$ cat src/rtl/fifo_drain_pkg.sv
// Shared types and helpers for the FIFO read-side packet drain.
package fifo_drain_pkg;

  typedef enum logic [1:0] {
    IDLE   = 2'd0,
    STREAM = 2'd1,
    PAD    = 2'd2
  } state_t;

  localparam int PKT_CNT_W = 16;

  // Beat counter width; BEAT_W = $clog2(PKT_LEN) for any legal PKT_LEN (>= 2).
  function automatic int beat_w(input int pkt_len);
    return (pkt_len > 1) ? $clog2(pkt_len) : 1;
  endfunction

endpackage

$ cat src/rtl/drain_skid_buf.sv
// Two-entry buffer that absorbs the FIFO read latency; head word is presented combinationally.
module drain_skid_buf
  import fifo_drain_pkg::*;
#(
  parameter int DATA_WIDTH = 8
) (
  input  logic                  clk,
  input  logic                  rst,
  input  logic                  push,
  input  logic [DATA_WIDTH-1:0] push_data,
  input  logic                  pop,
  output logic [1:0]            occ,
  output logic [DATA_WIDTH-1:0] head_data
);

  logic [DATA_WIDTH-1:0] mem [2];
  logic                  wr_ptr;
  logic                  rd_ptr;

  always_ff @(posedge clk) begin
    if (rst) begin
      wr_ptr <= 1'b0;
      rd_ptr <= 1'b0;
      occ    <= 2'd0;
    end else begin
      if (push) wr_ptr <= ~wr_ptr;
      if (pop)  rd_ptr <= ~rd_ptr;
      case ({push, pop})
        2'b10:   occ <= occ + 2'd1;
        2'b01:   occ <= occ - 2'd1;
        default: occ <= occ;
      endcase
    end
  end

  // Storage is data only; stale contents are never observed because occ gates the head.
  always_ff @(posedge clk) begin
    if (push) mem[wr_ptr] <= push_data;
  end

  assign head_data = mem[rd_ptr];

endmodule

$ cat src/rtl/fifo_pkt_drain.sv
// Pops a synchronous FIFO and frames the words into fixed-length valid/ready packets.
// Optional partial-packet timeout padding is built when FIFO_DRAIN_TIMEOUT_EN is defined.
module fifo_pkt_drain
  import fifo_drain_pkg::*;
#(
  parameter int DATA_WIDTH  = 8,
  parameter int PKT_LEN     = 16,
  parameter int TIMEOUT_CYC = 64
) (
  input  logic                  clk,
  input  logic                  rst,
  input  logic                  enable,
  input  logic                  fifo_empty,
  input  logic [DATA_WIDTH-1:0] fifo_data_out,
  output logic                  fifo_rd_en,
  output logic [DATA_WIDTH-1:0] m_data,
  output logic                  m_valid,
  input  logic                  m_ready,
  output logic                  m_last,
  output logic [PKT_CNT_W-1:0]  pkt_count
);

  localparam int BEAT_W = beat_w(PKT_LEN);
  localparam logic [BEAT_W-1:0] LAST_BEAT = BEAT_W'(PKT_LEN - 1);

  if (PKT_LEN < 2 || TIMEOUT_CYC < 1) begin : g_param_chk
    $error("fifo_pkt_drain: PKT_LEN must be >= 2 and TIMEOUT_CYC >= 1");
  end

  state_t                state;
  logic                  rd_vld_p1;
  logic [1:0]            occ;
  logic [1:0]            credit;
  logic [DATA_WIDTH-1:0] head_data;
  logic [BEAT_W-1:0]     beat;
  logic                  xfer;
  logic                  buf_pop;
  logic                  drained;
  logic                  pad_go;

  drain_skid_buf #(
    .DATA_WIDTH (DATA_WIDTH)
  ) u_buf (
    .clk       (clk),
    .rst       (rst),
    .push      (rd_vld_p1),
    .push_data (fifo_data_out),
    .pop       (buf_pop),
    .occ       (occ),
    .head_data (head_data)
  );

  // Stage p0 -> p1: a pop issued now returns data next cycle, which lands in the buffer.
  assign credit     = occ + {1'b0, rd_vld_p1};
  assign fifo_rd_en = !rst && enable && !fifo_empty && (state != PAD) &&
                      ((credit < 2'd2) || ((credit == 2'd2) && xfer));

  assign m_valid = (state == PAD) || (occ != 2'd0);
  assign m_data  = ((state != PAD) && (occ != 2'd0)) ? head_data : '0;
  assign m_last  = m_valid && (beat == LAST_BEAT);
  assign xfer    = m_valid && m_ready;
  assign buf_pop = xfer && (state != PAD);
  assign drained = !rd_vld_p1 && !fifo_rd_en &&
                   ((occ == 2'd0) || ((occ == 2'd1) && buf_pop));

`ifdef FIFO_DRAIN_TIMEOUT_EN
  localparam int TCNT_W = $clog2(TIMEOUT_CYC + 1);
  logic [TCNT_W-1:0] tcnt;
  logic              idle_wait;

  // Only a stranded partial packet with nothing buffered, in flight or waiting ages.
  assign idle_wait = (beat != '0) && (occ == 2'd0) && !rd_vld_p1 && fifo_empty &&
                     (state != PAD);
  assign pad_go    = (tcnt == TCNT_W'(TIMEOUT_CYC));

  always_ff @(posedge clk) begin
    if (rst || !idle_wait) tcnt <= '0;
    else if (!pad_go)      tcnt <= tcnt + 1'b1;
  end
`else
  assign pad_go = 1'b0;
`endif

  always_ff @(posedge clk) begin
    if (rst) begin
      state     <= IDLE;
      rd_vld_p1 <= 1'b0;
      beat      <= '0;
      pkt_count <= '0;
    end else begin
      rd_vld_p1 <= fifo_rd_en;
      if (xfer) begin
        if (m_last) begin
          beat      <= '0;
          pkt_count <= pkt_count + 1'b1;
        end else begin
          beat <= beat + 1'b1;
        end
      end
      case (state)
        IDLE: begin
          if (fifo_rd_en)  state <= STREAM;
          else if (pad_go) state <= PAD;
        end
        STREAM: begin
          if (pad_go)       state <= PAD;
          else if (drained) state <= IDLE;
        end
        PAD: begin
          if (xfer && m_last) state <= IDLE;
        end
        default: state <= IDLE;
      endcase
    end
  end

endmodule

$ cat config.mk
export PLATFORM = sky130hd
export DESIGN_NAME = fifo_pkt_drain
export DESIGN_NICKNAME = d
export VERILOG_FILES = /design/src/rtl/fifo_drain_pkg.sv /design/src/rtl/drain_skid_buf.sv /design/src/rtl/fifo_pkt_drain.sv
export SDC_FILE = /design/constraint.sdc
export NUM_CORES = 1
export LEC_CHECK = 0
export BUFFER_PORTS_ARGS = -buffer_cell sky130_fd_sc_hd__buf_2
export CORE_MARGIN = 3
export CORE_UTILIZATION = 57
export DETAILED_ROUTE_END_ITERATION = 16
export PLACE_DENSITY_LB_ADDON = 0.25
export SETUP_SLACK_MARGIN = 0.3
export SLEW_MARGIN = 20
export SYNTH_ARGS = -nofsm -noshare
export SYNTH_HDL_FRONTEND = slang
export SYNTH_HIERARCHICAL = 1
export SYNTH_SLANG_ARGS = --single-unit
$ cat constraint.sdc
create_clock -name clk -period 3.8 [get_ports clk]
set_clock_uncertainty 0.2 [all_clocks]
set_input_delay 0.57 -clock clk [delete_from_list [all_inputs] [get_ports clk]]
set_output_delay 0.57 -clock clk [all_outputs]
set_load 0.02 [all_outputs]
; ---- After elaboration in Yosys (flattened, before gate mapping)
; Memory sizes are Yosys's and may differ from the RTL's. A register that Yosys moved wholly into a read port is not among the register bits.
; Index checks and enable logic that the tools add are counted.
[word_totals]
ff_bits = 27
latchBits = 0
ramBits = 16
mem_bits_ro = 0
inputBits = 13
output_inout_bits = 27
word_cells = 64
mem_count = 1
[mem_list]
columns = name, words, width, rd, rd_clocked_by_memory_dff, write_ports, line_no
row1 = u_buf.mem, 2, 8, 1, 1, 1, drain_skid_buf.sv:16  ; logic [DATA_WIDTH-1:0] mem [2];
[op_classes]
n_addsub = 5
multipliers = 0
div_mod_pow = 0
order_cmp = 1
n_eq_ne = 11
n_shift = 0
n_mux = 11
n_bitwise = 2
n_reduce_logical = 26
[ops]
columns = op, count
row1 = "16-bit by 1-bit adder with 16-bit output, second input constant", 1
row2 = 1-bit logical AND, 13
row3 = 8-bit 2-to-1 mux, 1
row4 = "2-bit by 1-bit equality test with 1-bit output, second input constant", 3
row5 = "2-bit equality test, second input constant", 3
row6 = 2-bit 2-to-1 mux, 3
row7 = "2-bit inequality test, second input constant", 3
row8 = 2-bit case mux with 3 select lines, 1
row9 = "4-bit by 1-bit adder with 4-bit output, second input constant", 1
row10 = "4-bit equality test, second input constant", 1
row11 = 1-bit logical NOT, 4
row12 = 2-bit logical NOT, 2
row13 = 1-bit 2-to-1 mux, 4
row14 = 4-bit 2-to-1 mux, 1
row15 = 2-bit case mux with 2 select lines, 1
row16 = 2-bit nonzero test, 2
row17 = 1-bit logical OR, 3
row18 = 3-bit AND reduction, 1
row19 = 2-bit by 1-bit adder with 2-bit output, 1
row20 = "2-bit by 1-bit adder with 2-bit output, second input constant", 1
row21 = "2-bit < comparator, second input constant", 1
row22 = "2-bit by 1-bit inequality test with 1-bit output, second input constant", 1
row23 = 1-bit NOT, 2
row24 = 2-bit AND reduction, 1
row25 = "2-bit by 1-bit subtractor with 2-bit output, second input constant", 1

; ---- Depth between registers and ports, before layout
[depth]
ltp_word = 11
depth_mapped = 6
mapped_depth_nobuf = 6

; ---- By module
; Netlist, hierarchy kept.
[modules_own_cells]
columns = module, instances, cells_each, area_each_um2, seq_area_each_um2
row1 = fifo_pkt_drain, 1, 125, 1071.0, 420.4
row2 = drain_skid_buf, 1, 45, 768.2, 580.6

; ---- Worst setup path after synthesis
; OpenSTA, ideal clock, no wires.
[synth_path]
path_type = reg2reg
start = register pkt_count[0]
end = register pkt_count[10]
setup_time_ps = 121
arrival_ps = 1659
required_time_ps = 3479
slack_ps = 1820
stages_incl_launch_ff = 6
path_buffers = 0
period_less_slack_ps = 1980
path_cell_list = dfxtp_1 > ha_1 > nand4_1 > nor4_2 > nand3_1 > mux2_2
[synth_via]
elab_chain_cells = 1
[synth_lines]
columns = item, line_no
row1 = "start, declared", fifo_pkt_drain.sv:20  ; output logic [PKT_CNT_W-1:0] pkt_count
row2 = "start signal, assigned", fifo_pkt_drain.sv:95  ; pkt_count <= pkt_count + 1'b1;
row3 = 16-bit by 1-bit adder with 16-bit output, fifo_pkt_drain.sv:95
; Every way passes these cells.
; A chain may end at the register's enable or synchronous reset.

; ---- Worst setup path in the final report
[layout_path]
start = register u_buf.occ[0]
end = output port fifo_rd_en
[layout_via]
elab_chain_cells = 6
word_cells_on_any_way = 9
classes_between = 1 x add/sub / 1 x order compare / 1 x eq/ne / 6 x reduce/logical
[layout_lines]
columns = item, line_no
row1 = "start, declared", drain_skid_buf.sv:12  ; output logic [1:0] occ,
row2 = "start signal, assigned", drain_skid_buf.sv:29  ; 2'b10: occ <= occ + 2'd1;
row3 = "start signal, assigned", drain_skid_buf.sv:30  ; 2'b01: occ <= occ - 2'd1;
row4 = branches (longest 4 deep; another with 2-bit by 1-bit adder with 2-bit output), -
row5 = 1-bit logical OR *, fifo_pkt_drain.sv:56  ; ((credit < 2'd2) || ((credit == 2'd2) && xfer));
row6 = 1-bit logical AND *, fifo_pkt_drain.sv:55  ; assign fifo_rd_en = !rst && enable && !fifo_empty && (state != PAD) &&
row7 = "end, declared", fifo_pkt_drain.sv:15  ; output logic fifo_rd_en,
; Mark *: on every way between the ends.

==> results.json <==
{
  "cp_slowest_stage_delay_ps": 500,
  "switching_share_pct": 28.3,
  "hpwlAfterDp_um": 2770,
  "hold_path_class": "in -> reg",
  "cp.required_ps": 3030,
  "power.internal_mw": 0.643,
  "layout.nets": 230,
  "mappedNetlistNets": 187,
  "dr.pass1.iters": 4,
  "endpoint_kind": "output pin",
  "synth_ff_type": "dfxtp_1",
  "grt_max_degree": 30,
  "route.vias.total": 1386,
  "vias_per_cell": 5.41,
  "p_leak_nw": 0.850,
  "pre_cts_ws_ps": 1600,
  "wirelength_um": 3730,
  "insertion_delay_ps": 360,
  "p_per_area_mw_per_mm2": 419,
  "timing.hold.ws_ps": 193,
  "avgSynthCellArea_um2": 10.8,
  "clk_pin_slew_ps": 110,
  "overflow": 0,
  "dpl.cell_count": 248,
  "grt_pass1_wl_um": 6550,
  "cts_tree": "done",
  "drt_iter0_drc": 115,
  "die_w_um": 62.8,
  "setup_ws_ps": 1350,
  "crit_fanout": 6,
  "dpl_cell_area_mm2": 0.00207,
  "drv_cap": 0,
  "place_congestion": 0.865,
  "yosysTopAreaCell": "dfxtp_1",
  "worstPathCellList": "ha_1 -> o21ai_0 -> and3_1 -> buf_2",
  "ys_top_cells_by_area": "dfxtp_1, edfxtp_1, mux2_2",
  "seqPwrFrac_pct": 56.5,
  "ant_nets": 0,
  "p_clk_share_pct": 26.5,
  "clockBufferDepth": 2,
  "die_h_um": 62.8,
  "final.min_clock_period_ps": 2450,
  "area_delta_synth_final_pct": 16.3,
  "ir_drop_uv": 254,
  "routedWlPerCell_um": 14.6,
  "boundaryPins": 40,
  "diodes": 0,
  "p_comb_share_pct": 16.9,
  "ys_seq_area_share_pct": 54.4,
  "slew_violations": 0,
  "rows": 19,
  "syn_area_mm2": 0.00184,
  "yosys.area.top_type_share_pct": 28.3,
  "worst-slew-pin-transition_ps": 707,
  "ctsRootBufferMaster": "clkbuf_4",
  "cts_post_setup_buffers_inserted": 0,
  "core_mm2": 0.00292,
  "rsz0062_at_grt": "false",
  "start_util_pct": 62.9,
  "grt_pass1_vias": 1380,
  "grt_use_total_pct": 21.3,
  "status": "complete, no violations",
  "fmax_mhz": 408,
  "cp_slowest_cell": "dfxtp_1",
  "crit_path_start_kind": "flop",
  "route.detailed.drc": 0,
  "cts_resized": 0,
  "timing.final.hold_violations": 0,
  "max_slew_margin_pct": 52.7,
  "ys_warn_count": 6,
  "antenna_found_initial": 0,
  "synth_edf_count": 16,
  "ys_top_cells_by_count": "dfxtp_1, nor2_1, edfxtp_1",
  "final_cell_area_mm2": 0.00214,
  "setup_viol": 0,
  "stdcell_count": 256,
  "p_sw_mw": 0.253,
  "crit_type": "reg -> out",
  "yosys_register_bits": 42,
  "yosysMostFrequentCell": "dfxtp_1",
  "synth.distinct_cells": 33,
  "clock_sinks": 42,
  "worstPathArrival_ps": 1680,
  "htreeDepth": 2,
  "die-area_mm2": 0.00394,
  "cts_buffers": 5,
  "finalCritPeriodShare_pct": 64.5,
  "holdBufCountCts": 0,
  "drive_gt1_share_pct": 29.4,
  "async_reset_ff_share_pct": 0,
  "fin_tns_setup_ps": 0,
  "io_buffers": 39,
  "syn_inst": 170
}
worst max-delay path: cells and delay by family (launching register included):
| family | cells | cell delay, ps |
|---|---|---|
| flip-flops | 1 | 500 |
| buffers and inverters | 1 | 160 |
| adder cells (fa/ha/maj) | 1 | 280 |
| AO/OA/AOI/OAI | 1 | 210 |
| AND/OR/NAND/NOR | 1 | 190 |
through the flow:
step / util (%) / power, mW
final: 73.1 / 0.896
after global routing: 73.1 / 0.936
after CTS: 73.1 / 0.902
after detailed placement: 70.9 / 0.668
after global placement: 70.9 / 0.660
after floorplan: - / 0.618
flip-flops by register name, indices dropped and copies added (netlist names), named ones only:
name          flops
pkt_count        16
u_buf/mem        16
beat              4
u_buf/occ         2
rd_vld_p1         1
u_buf/rd_ptr      1
u_buf/wr_ptr      1
layer usage:
| metal | vias up | GRT usage (%) | wire length, µm |
|---|---|---|---|
| met5 | - | 0 | 0 |
| met1 | 648 | 23.3 | 1550 |
| met2 | 42 | 38.2 | 1900 |
| met3 | 10 | 6.12 | 183 |
| li1 | 686 | - | - |
| met4 | 0 | 9.37 | 103 |
power by group through the flow:
stage | clock network (mW) | logic (mW) | registers (mW)
floorplan | 0 | 0.112 | 0.505
global placement | 0 | 0.145 | 0.514
detailed placement | 0 | 0.152 | 0.517
CTS | 0.242 | 0.153 | 0.506
global route | 0.261 | 0.165 | 0.510
finish | 0.238 | 0.152 | 0.506
final cells by class:
type,count,area [µm²]
clock buffer,7,58.8
clock inverter,1,5.00
fill,233,786
inverter,7,26.3
multi-input combinational,118,800
sequential,42,1000
tap,42,52.6
timing repair buffer,39,195
layout by cell type (no fill, tap or decap), drive strengths merged, types with 7 or more instances in the layout:
master,count
xnor2,12
o21ai,8
nor2,22
nor2b,10
edfxtp,16
clkbuf,7
inv,7
a21oi,8
buf,39
dfxtp,26
mux2,10
worst paths after layout:
| path | startpoint | end | slack [ps] | cells past startpoint |
|---|---|---|---|---|
| setup reg to reg | beat[0] | pkt_count[15] | 1640 | 5 |
| hold / removal | fifo_data_out[5] | u_buf/mem[1][5] | 190 | 1 |
| hold reg to reg | beat[1] | beat[1] | 310 | 2 |
| setup / recovery | u_buf/occ[0] | fifo_rd_en | 1350 | 4 |
logic make-up (layout without fill, tap and decap cells):
group                      Yosys count  after routing  synth area share (%)
AOI/OAI and AO/OA                   18             18                  5.44
xor gates and xnor gates            16             16                  7.62
adders and majority gates            4              4                  2.72
buffers and inverters               10             54                  2.11
DFF                                 42             42                  54.4
muxes                               10             10                  6.12
and+or+nand+nor                     70             70                  21.6
No activity file was read; power rests on OpenSTA's default activity.
